==> config.mk <==
export PLATFORM = sky130hd
export DESIGN_NAME = instruction_fetch_mem
export DESIGN_NICKNAME = d
export VERILOG_FILES = /design/src/rtl/instruction_fetch_mem.sv
export SDC_FILE = /design/constraint.sdc
export NUM_CORES = 2
export LEC_CHECK = 0
export ABC_AREA = 0
export CAP_MARGIN = 20
export CELL_PAD_IN_SITES_DETAIL_PLACEMENT = 1
export CELL_PAD_IN_SITES_GLOBAL_PLACEMENT = 2
export CORE_UTILIZATION = 45
export CTS_BUF_LIST = sky130_fd_sc_hd__clkbuf_16
export CTS_CLUSTER_DIAMETER = 40
export DETAILED_ROUTE_END_ITERATION = 8
export DONT_BUFFER_PORTS = 1
export GPL_TIMING_DRIVEN = 0
export PLACE_DENSITY_LB_ADDON = 0.1
export SYNTH_ARGS = -nofsm -noshare
export SYNTH_HDL_FRONTEND = slang
export SYNTH_SLANG_ARGS = --single-unit
==> constraint.sdc <==
create_clock -name clock -period 2.4 [get_ports clock]
set_input_delay 0.24 -clock clock [delete_from_list [all_inputs] [get_ports clock]]
set_output_delay 0.24 -clock clock [all_outputs]
set_load 0.05 [all_outputs]
==> src/rtl/instruction_fetch_mem.sv <==
// Writable instruction store returning FETCH_WIDTH consecutive words per fetch; 1-cycle registered response.
// Backpressure: output register holds while rsp_valid & !rsp_ready; flush drops it and blocks the request.
module instruction_fetch_mem #(
   parameter int          DEPTH       = 64,
   parameter int          ADDR_WIDTH  = 6,
   parameter int          FETCH_WIDTH = 2,
   parameter logic [31:0] NOP_WORD    = 32'h00000013
) (
   input  logic                      clock,
   input  logic                      reset_n,
   input  logic                      req_valid,
   output logic                      req_ready,
   input  logic [31:0]               req_pc,
   output logic                      rsp_valid,
   input  logic                      rsp_ready,
   output logic [31:0]               rsp_pc,
   output logic [32*FETCH_WIDTH-1:0] rsp_instr,
   output logic [FETCH_WIDTH-1:0]    rsp_mask,
   output logic                      rsp_fault,
   input  logic                      flush,
   input  logic                      wr_en,
   input  logic [ADDR_WIDTH-1:0]     wr_addr,
   input  logic [31:0]               wr_data
);

   localparam int IW = (DEPTH > 1) ? $clog2(DEPTH) : 1;
   localparam logic [30:0]         DEPTH_W = 31'(DEPTH);
   localparam logic [ADDR_WIDTH:0] DEPTH_A = (ADDR_WIDTH + 1)'(DEPTH);

   // Words are stored XORed with NOP_WORD so zero power-up storage reads back as NOP.
   logic [31:0] mem_q [DEPTH];

   logic                      wr_in_rng;
   logic                      accept;
   logic [30:0]               slot_idx [FETCH_WIDTH];
   logic [FETCH_WIDTH-1:0]    slot_ok;
   logic                      fault_d;
   logic [FETCH_WIDTH-1:0]    mask_d;
   logic [32*FETCH_WIDTH-1:0] instr_d;
   logic                      rsp_valid_d;

   logic                      rsp_valid_q;
   logic [31:0]               rsp_pc_q;
   logic [32*FETCH_WIDTH-1:0] rsp_instr_q;
   logic [FETCH_WIDTH-1:0]    rsp_mask_q;
   logic                      rsp_fault_q;

   assign wr_in_rng = wr_en && ({1'b0, wr_addr} < DEPTH_A);

   always_ff @(posedge clock) begin
      if (wr_in_rng) begin
         mem_q[wr_addr[IW-1:0]] <= wr_data ^ NOP_WORD;
      end
   end

   assign req_ready = reset_n & ~flush & (~rsp_valid_q | rsp_ready);
   assign accept    = req_valid & req_ready;

   // Slot indices are 31 bits wide so W+i never wraps back into the array.
   always_comb begin
      for (int i = 0; i < FETCH_WIDTH; i++) begin
         slot_idx[i] = {1'b0, req_pc[31:2]} + 31'(i);
         slot_ok[i]  = slot_idx[i] < DEPTH_W;
      end
   end

   assign fault_d = (req_pc[1:0] != 2'b00) || !slot_ok[0];

   always_comb begin
      instr_d = {FETCH_WIDTH{NOP_WORD}};
      mask_d  = '0;
      if (!fault_d) begin
         for (int i = 0; i < FETCH_WIDTH; i++) begin
            if (slot_ok[i]) begin
               mask_d[i] = 1'b1;
               if (wr_en && (slot_idx[i] == 31'(wr_addr))) begin
                  instr_d[32*i +: 32] = wr_data;
               end else begin
                  instr_d[32*i +: 32] = mem_q[slot_idx[i][IW-1:0]] ^ NOP_WORD;
               end
            end
         end
      end
   end

   assign rsp_valid_d = accept | (rsp_valid_q & ~rsp_ready & ~flush);

   always_ff @(posedge clock or negedge reset_n) begin
      if (!reset_n) begin
         rsp_valid_q <= 1'b0;
         rsp_pc_q    <= '0;
         rsp_instr_q <= {FETCH_WIDTH{NOP_WORD}};
         rsp_mask_q  <= '0;
         rsp_fault_q <= 1'b0;
      end else begin
         rsp_valid_q <= rsp_valid_d;
         if (accept) begin
            rsp_pc_q    <= req_pc;
            rsp_instr_q <= instr_d;
            rsp_mask_q  <= mask_d;
            rsp_fault_q <= fault_d;
         end
      end
   end

   assign rsp_valid = rsp_valid_q;
   assign rsp_pc    = rsp_pc_q;
   assign rsp_instr = rsp_instr_q;
   assign rsp_mask  = rsp_mask_q;
   assign rsp_fault = rsp_fault_q;

endmodule

After elaboration in Yosys (flattened, before gate mapping)
Memories as Yosys holds them, arrays and structs flattened.
Index checks and enable logic that the tools add are counted.
- register bits: 100
- memory bits (writable): 2048
- word-level logic and storage cells: 39
- memories kept: 1
- memory list (memory ; words ; bits a word ; read ports ; clocked after memory_dff ; wr ports ; line ; source):
    mem_q ; 64 ; 32 ; 2 ; 0 ; 1 ; 31 ; logic [31:0] mem_q [DEPTH];
- $add $sub $neg: 1
- $lt $le $gt $ge: 2
- eq/ne operators: 2
- muxes and demuxes: 10
- bitwise operators: 13
- reductions and logical operators: 5
- operators with widths (operator ; number):
    32-bit two-way mux ; 4
    64-bit two-way mux ; 1
    30-bit by 1-bit adder with 31-bit output, second input constant ; 1
    31-bit by 6-bit equality test with 1-bit output ; 1
    31-bit by 7-bit < comparator with 1-bit output, second input constant ; 1
    30-bit by 6-bit equality test with 1-bit output ; 1
    30-bit by 7-bit < comparator with 1-bit output, second input constant ; 1
    3-bit NOT ; 3
    1-bit AND ; 5
    1-bit two-way mux ; 4
    1-bit NOT ; 3
    1-bit logical AND ; 2
    2-bit two-way mux ; 1
    1-bit bitwise OR ; 2
    2-bit nonzero test ; 1
    1-bit zero test ; 1
    1-bit logical OR ; 1

Logic depth before layout (Yosys ltp)
- word-level depth: 6
- depth in mapped cells: 12
- mapped depth without buffers: 8

Worst setup path after synthesis
OpenSTA, ideal clock, no wires.
- path kind: input to register
- start: input port wr_addr[5]
- end: memory mem_q[48][0], enable pin
- setup time: 461 ps
- arrival: 3167 ps
- path slack: -1228 ps
- stages on the path: 4
- cell sequence: clkbuf_1 -> nand3_1 -> or3_1 -> nor3_1
- RTL lines (element ; line ; source):
    from (decl) ; 22 ; input logic [ADDR_WIDTH-1:0] wr_addr,
    to (decl) ; 31 ;
Straight into the memory's write port.

Worst setup path in the final report
- start: register rsp_valid_q (netlist: rsp_valid)
- end: register rsp_instr_q[45] (netlist: rsp_instr[45])
- cells in the longest elaborated chain, start to end: 4
- ends and longest elaborated chain (element ; line ; source):
    from (decl) ; 42 ; logic rsp_valid_q;
    from (signal assigned) ; 96 ; rsp_valid_q <= rsp_valid_d;
    1-bit NOT ; 56 ; assign req_ready = reset_n & ~flush & (~rsp_valid_q | rsp_ready);
    1-bit bitwise OR ; 56 ;
    1-bit AND ; 56 ;
    1-bit AND ; 57 ; assign accept = req_valid & req_ready;
    to (signal assigned) ; 92 ; rsp_instr_q <= {FETCH_WIDTH{NOP_WORD}};
    to (signal assigned) ; 99 ; rsp_instr_q <= instr_d;
    to (decl) ; 44 ; logic [32*FETCH_WIDTH-1:0] rsp_instr_q;
No other way between the ends.
A chain may end at the register's enable or synchronous reset.

==> impl_metrics.ini <==
[clock_network]
cts_buffers = 377
clkSinkCount = 2148
cts-root-buf = clkbuf_16
clk_latency_ns = 0.99
cts_tree = built
clock_path_buffers = 4
cts.clk_slew.worst_paths_ns = 0.05
htreeDepth = 5

[floorplanning]
fp-row-count = 172
die_y_um = 472.1
coreArea_um2 = 219700
die_area_um2 = 222900
start_util_pct = 45.26
die_w_um = 472.1
pin_count = 177

[final_layout]
area_growth_pct = 25.03
finalCoreUtilization_pct = 56.59
multi_input_area_um2 = 35360
drive_gt1_share_pct = 41.88
num-fill-cells = 18736
register_area_um2 = 64010
layout.nets = 5935

[min_path]
hold_class = input port to flop
whs_path_depth = 3
min-delay-start = req_pc[7]
min_to = rsp_pc[7]

[timing]
rsz0062_at_grt = yes
slew_headroom_pct = 17.15
finalSetupViolCount = 63
worstMarginPinSlew_ns = 1.243
min_period_over_period_pct = 118.3
fin_tns_setup_ns = -10.72
final-hold-violation-count = 0
skew_ns = 0.06133
clock.fmax_mhz = 352.3
period_minus_slack_ns = 2.839
drv_slew = 0
fin_ws_ns = -0.4385

[synth]
synth_ff_type = edfxtp_1
syn_avg_cell_area_um2 = 19.34
syn-instance-count = 5142
synth_nets = 5219
synth_cell_type_count = 69
ys_seq_area_share_pct = 64.36
ys_ff_latch = 2148
synth_warnings = 0
synth_area_um2 = 99460
async_flop_share_pct = 4.655
synth_edf_count = 2048

[worst_setup_path]
critical_path_arrival_ns = 3.70
slowest_delay_ns = 0.51
reg2reg_from = rsp_valid
cp_common_cell = buf_6
slowest_stage = dfrtp_2
timing.reg2reg.worst_path_depth = 12
worst_path_dominant_cell_family = simple AND/OR/NAND/NOR gates
crit_chain = nand2b_1 > nand4b_1 > buf_6 > nor4b_4 > buf_6 > buf_6 > nand4_1 > buf_6 > clkbuf_16 > nor3_4 > a2111oi_2 > a21oi_1
crit_buf_inv = 5
worstPathMaxFanout = 5
start_kind = flop
r2r_setup_slack_ns = -0.44
end_kind = flop
rr_endpoint = rsp_instr[45]
crit_required_ns = 3.26
path_class = flop to flop

[power]
power_mw = 106.7
power_density_nw_per_um2 = 858.1
ir_drop_mv = 0.6986
leakage_nw = 40.88

[global_route]
grt_usage_pct = 40.85
antenna_found_initial = 20
grt_pass1_vias = 65803
grt_pass1_wl_um = 597900
grt_overflow_total = 0
grt_max_degree = 101

[routing]
routedWlPerCell_um = 50.06
drtAntennaViolNets = 0
drt_wl_total_um = 456600
drtPass1Iterations = 5
drc = 0
drt_iter0_markers = 11893
num_vias = 67026
via_per_inst = 7.349

[placement]
pre_cts_ws_ns = -3.003
hpwl_um = 313000
io_buffers = 0
gp_congestion = 0.9396

[job]
cap_violations = 0

[run_status]
failed_checks = negative setup slack
status = finished, violations left
[state kept, by name (all words and copies together) (netlist names)]
signal and count:
rsp_instr 64, rsp_fault 1, rsp_valid 1, rsp_pc 32, mem_q 2048, rsp_mask 2
[layer usage]
layer	vias to the layer above	wire length, um	share of wire [%]	track usage (%)
met5	-	591	0.13	0
met4	22	32690	7.2	24.16
met3	1227	65980	14	14.59
met2	5904	191800	42	57.08
met1	36343	165600	36	55.08
li1	23530	-	-	-
[placed cells by master, fill, tap and decap left out, types with 14 or more instances in the layout]
cell           instances
nand4_1               21
nor2_4                63
clkbuf_16            390
edfxtp_1            2048
buf_12                96
clkinvlp_4            51
o21ai_1               26
clkbuf_2              84
bufinv_16             43
buf_8                 60
clkinv_2              43
nand3_1              146
nor3_4                44
inv_1                 44
clkbuf_8              20
a2111oi_2             18
clkinv_4              36
dfrtp_1               93
dlygate4sd3_1         84
mux2i_1               64
a22oi_1               21
mux4_2              1154
a32o_1                50
inv_6                 41
nand2_1              530
buf_16                73
buf_2                 40
nor2_1                47
clkinv_1              38
mux2_2                28
a21oi_1              126
buf_4                104
clkbuf_4              41
buf_6                 44
clkbuf_1              75
and3_1                14
[kinds of logic after synthesis]
logic type	count (synthesis)	share of synthesized area (%)
DFF	2148	64.36
xor gates and xnor gates	19	0.1673
adders and majority gates	1	0.01258
buffers and inverters	418	1.637
muxes	1264	27.27
AOI/OAI and AO/OA	340	2.343
and+or+nand+nor	952	4.207
[synthesized netlist by cell type, types with 4 or more instances]
| cell | instances | area, um^2 |
|---|---|---|
| a32o_1 | 50 | 500.5 |
| nand4_1 | 21 | 131.4 |
| nor3_1 | 60 | 300.3 |
| nor4_1 | 7 | 43.79 |
| inv_1 | 8 | 30.03 |
| mux2_2 | 28 | 315.3 |
| buf_1 | 124 | 465.5 |
| clkbuf_1 | 238 | 893.4 |
| dfstp_2 | 6 | 157.7 |
| nor2_1 | 111 | 416.7 |
| o41ai_1 | 6 | 52.55 |
| nand2b_1 | 13 | 81.33 |
| nand3_1 | 148 | 740.7 |
| buf_2 | 47 | 235.2 |
| a31oi_1 | 12 | 75.07 |
| nor2b_1 | 4 | 25.02 |
| a2111oi_0 | 26 | 227.7 |
| a22oi_1 | 29 | 217.7 |
| nand2_1 | 531 | 1993 |
| xor2_1 | 4 | 35.03 |
| or3_1 | 8 | 50.05 |
| and3_1 | 15 | 93.84 |
| o21ai_0 | 37 | 185.2 |
| a311o_1 | 4 | 40.04 |
| a21oi_1 | 137 | 685.7 |
| dfrtp_1 | 94 | 2352 |
| a311oi_1 | 8 | 70.07 |
| and4_1 | 5 | 43.79 |
| mux4_2 | 1154 | 25990 |
| and2_1 | 4 | 25.02 |
| xnor2_1 | 15 | 131.4 |
| mux2i_1 | 82 | 820.8 |
| edfxtp_1 | 2048 | 61500 |
[area by class of cell]
cell class,instances,share of cell area (%)
buffer,405,2.282
multi-input combinational,2576,28.44
sequential,2148,51.48
clock buffer,384,7.728
clock inverter,295,2.333
inverter,9,0.03019
timing repair buffer,341,4.726
tap,2958,2.976
antenna,5,0.01006
[metrics by stage]
stage,hold WS (ns),area [um^2],cells
finish,0.02866,124300,9121
global route,0.01167,124300,9118
CTS,0.002156,123600,9084
detailed placement,-0.05311,107900,8277
global placement,-0.05328,103800,8100
floorplan,-0.05559,100100,5142
[worst max-delay path by stage]
stage	from	end	slack [ns]	cells past startpoint
floorplan	wr_addr[3]	mem_q[10][0]	-0.51	4
global route	rsp_valid	rsp_instr[45]	-0.40	12
CTS	rsp_valid	rsp_instr[45]	-0.34	11
detailed placement	rsp_valid	rsp_instr[46]	-3.00	8
global placement	req_pc[6]	rsp_instr[60]	-3.75	8
finish	rsp_valid	rsp_instr[45]	-0.44	12
[worst register-to-register path, cell delays in order, from the launching register on]
cell	delay, ns
dfrtp_2	0.51
nand2b_1	0.16
nand4b_1	0.13
buf_6	0.15
nor4b_4	0.27
buf_6	0.21
buf_6	0.13
nand4_1	0.09
buf_6	0.22
clkbuf_16	0.22
nor3_4	0.37
a2111oi_2	0.08
a21oi_1	0.22
[timing repair]
item                                    4_1_cts  5_1_grt
cloned                                        1        4
pin swaps                                    40       15
resized for setup                           383      150
endpoints found under the setup margin      103      130
hold endpoints to repair                   2241        4
setup buffers                                19       24
hold buffers                                112        2
[where the power goes]
part / total (mW) / internal (mW) / switching (mW) / leakage (nW)
clock network: 53.8 / 33.9 / 19.9 / 6.15
logic: 11.0 / 3.86 / 7.13 / 15.0
registers: 42.0 / 41.4 / 0.534 / 19.7
Power figures use the tool's default switching activity.
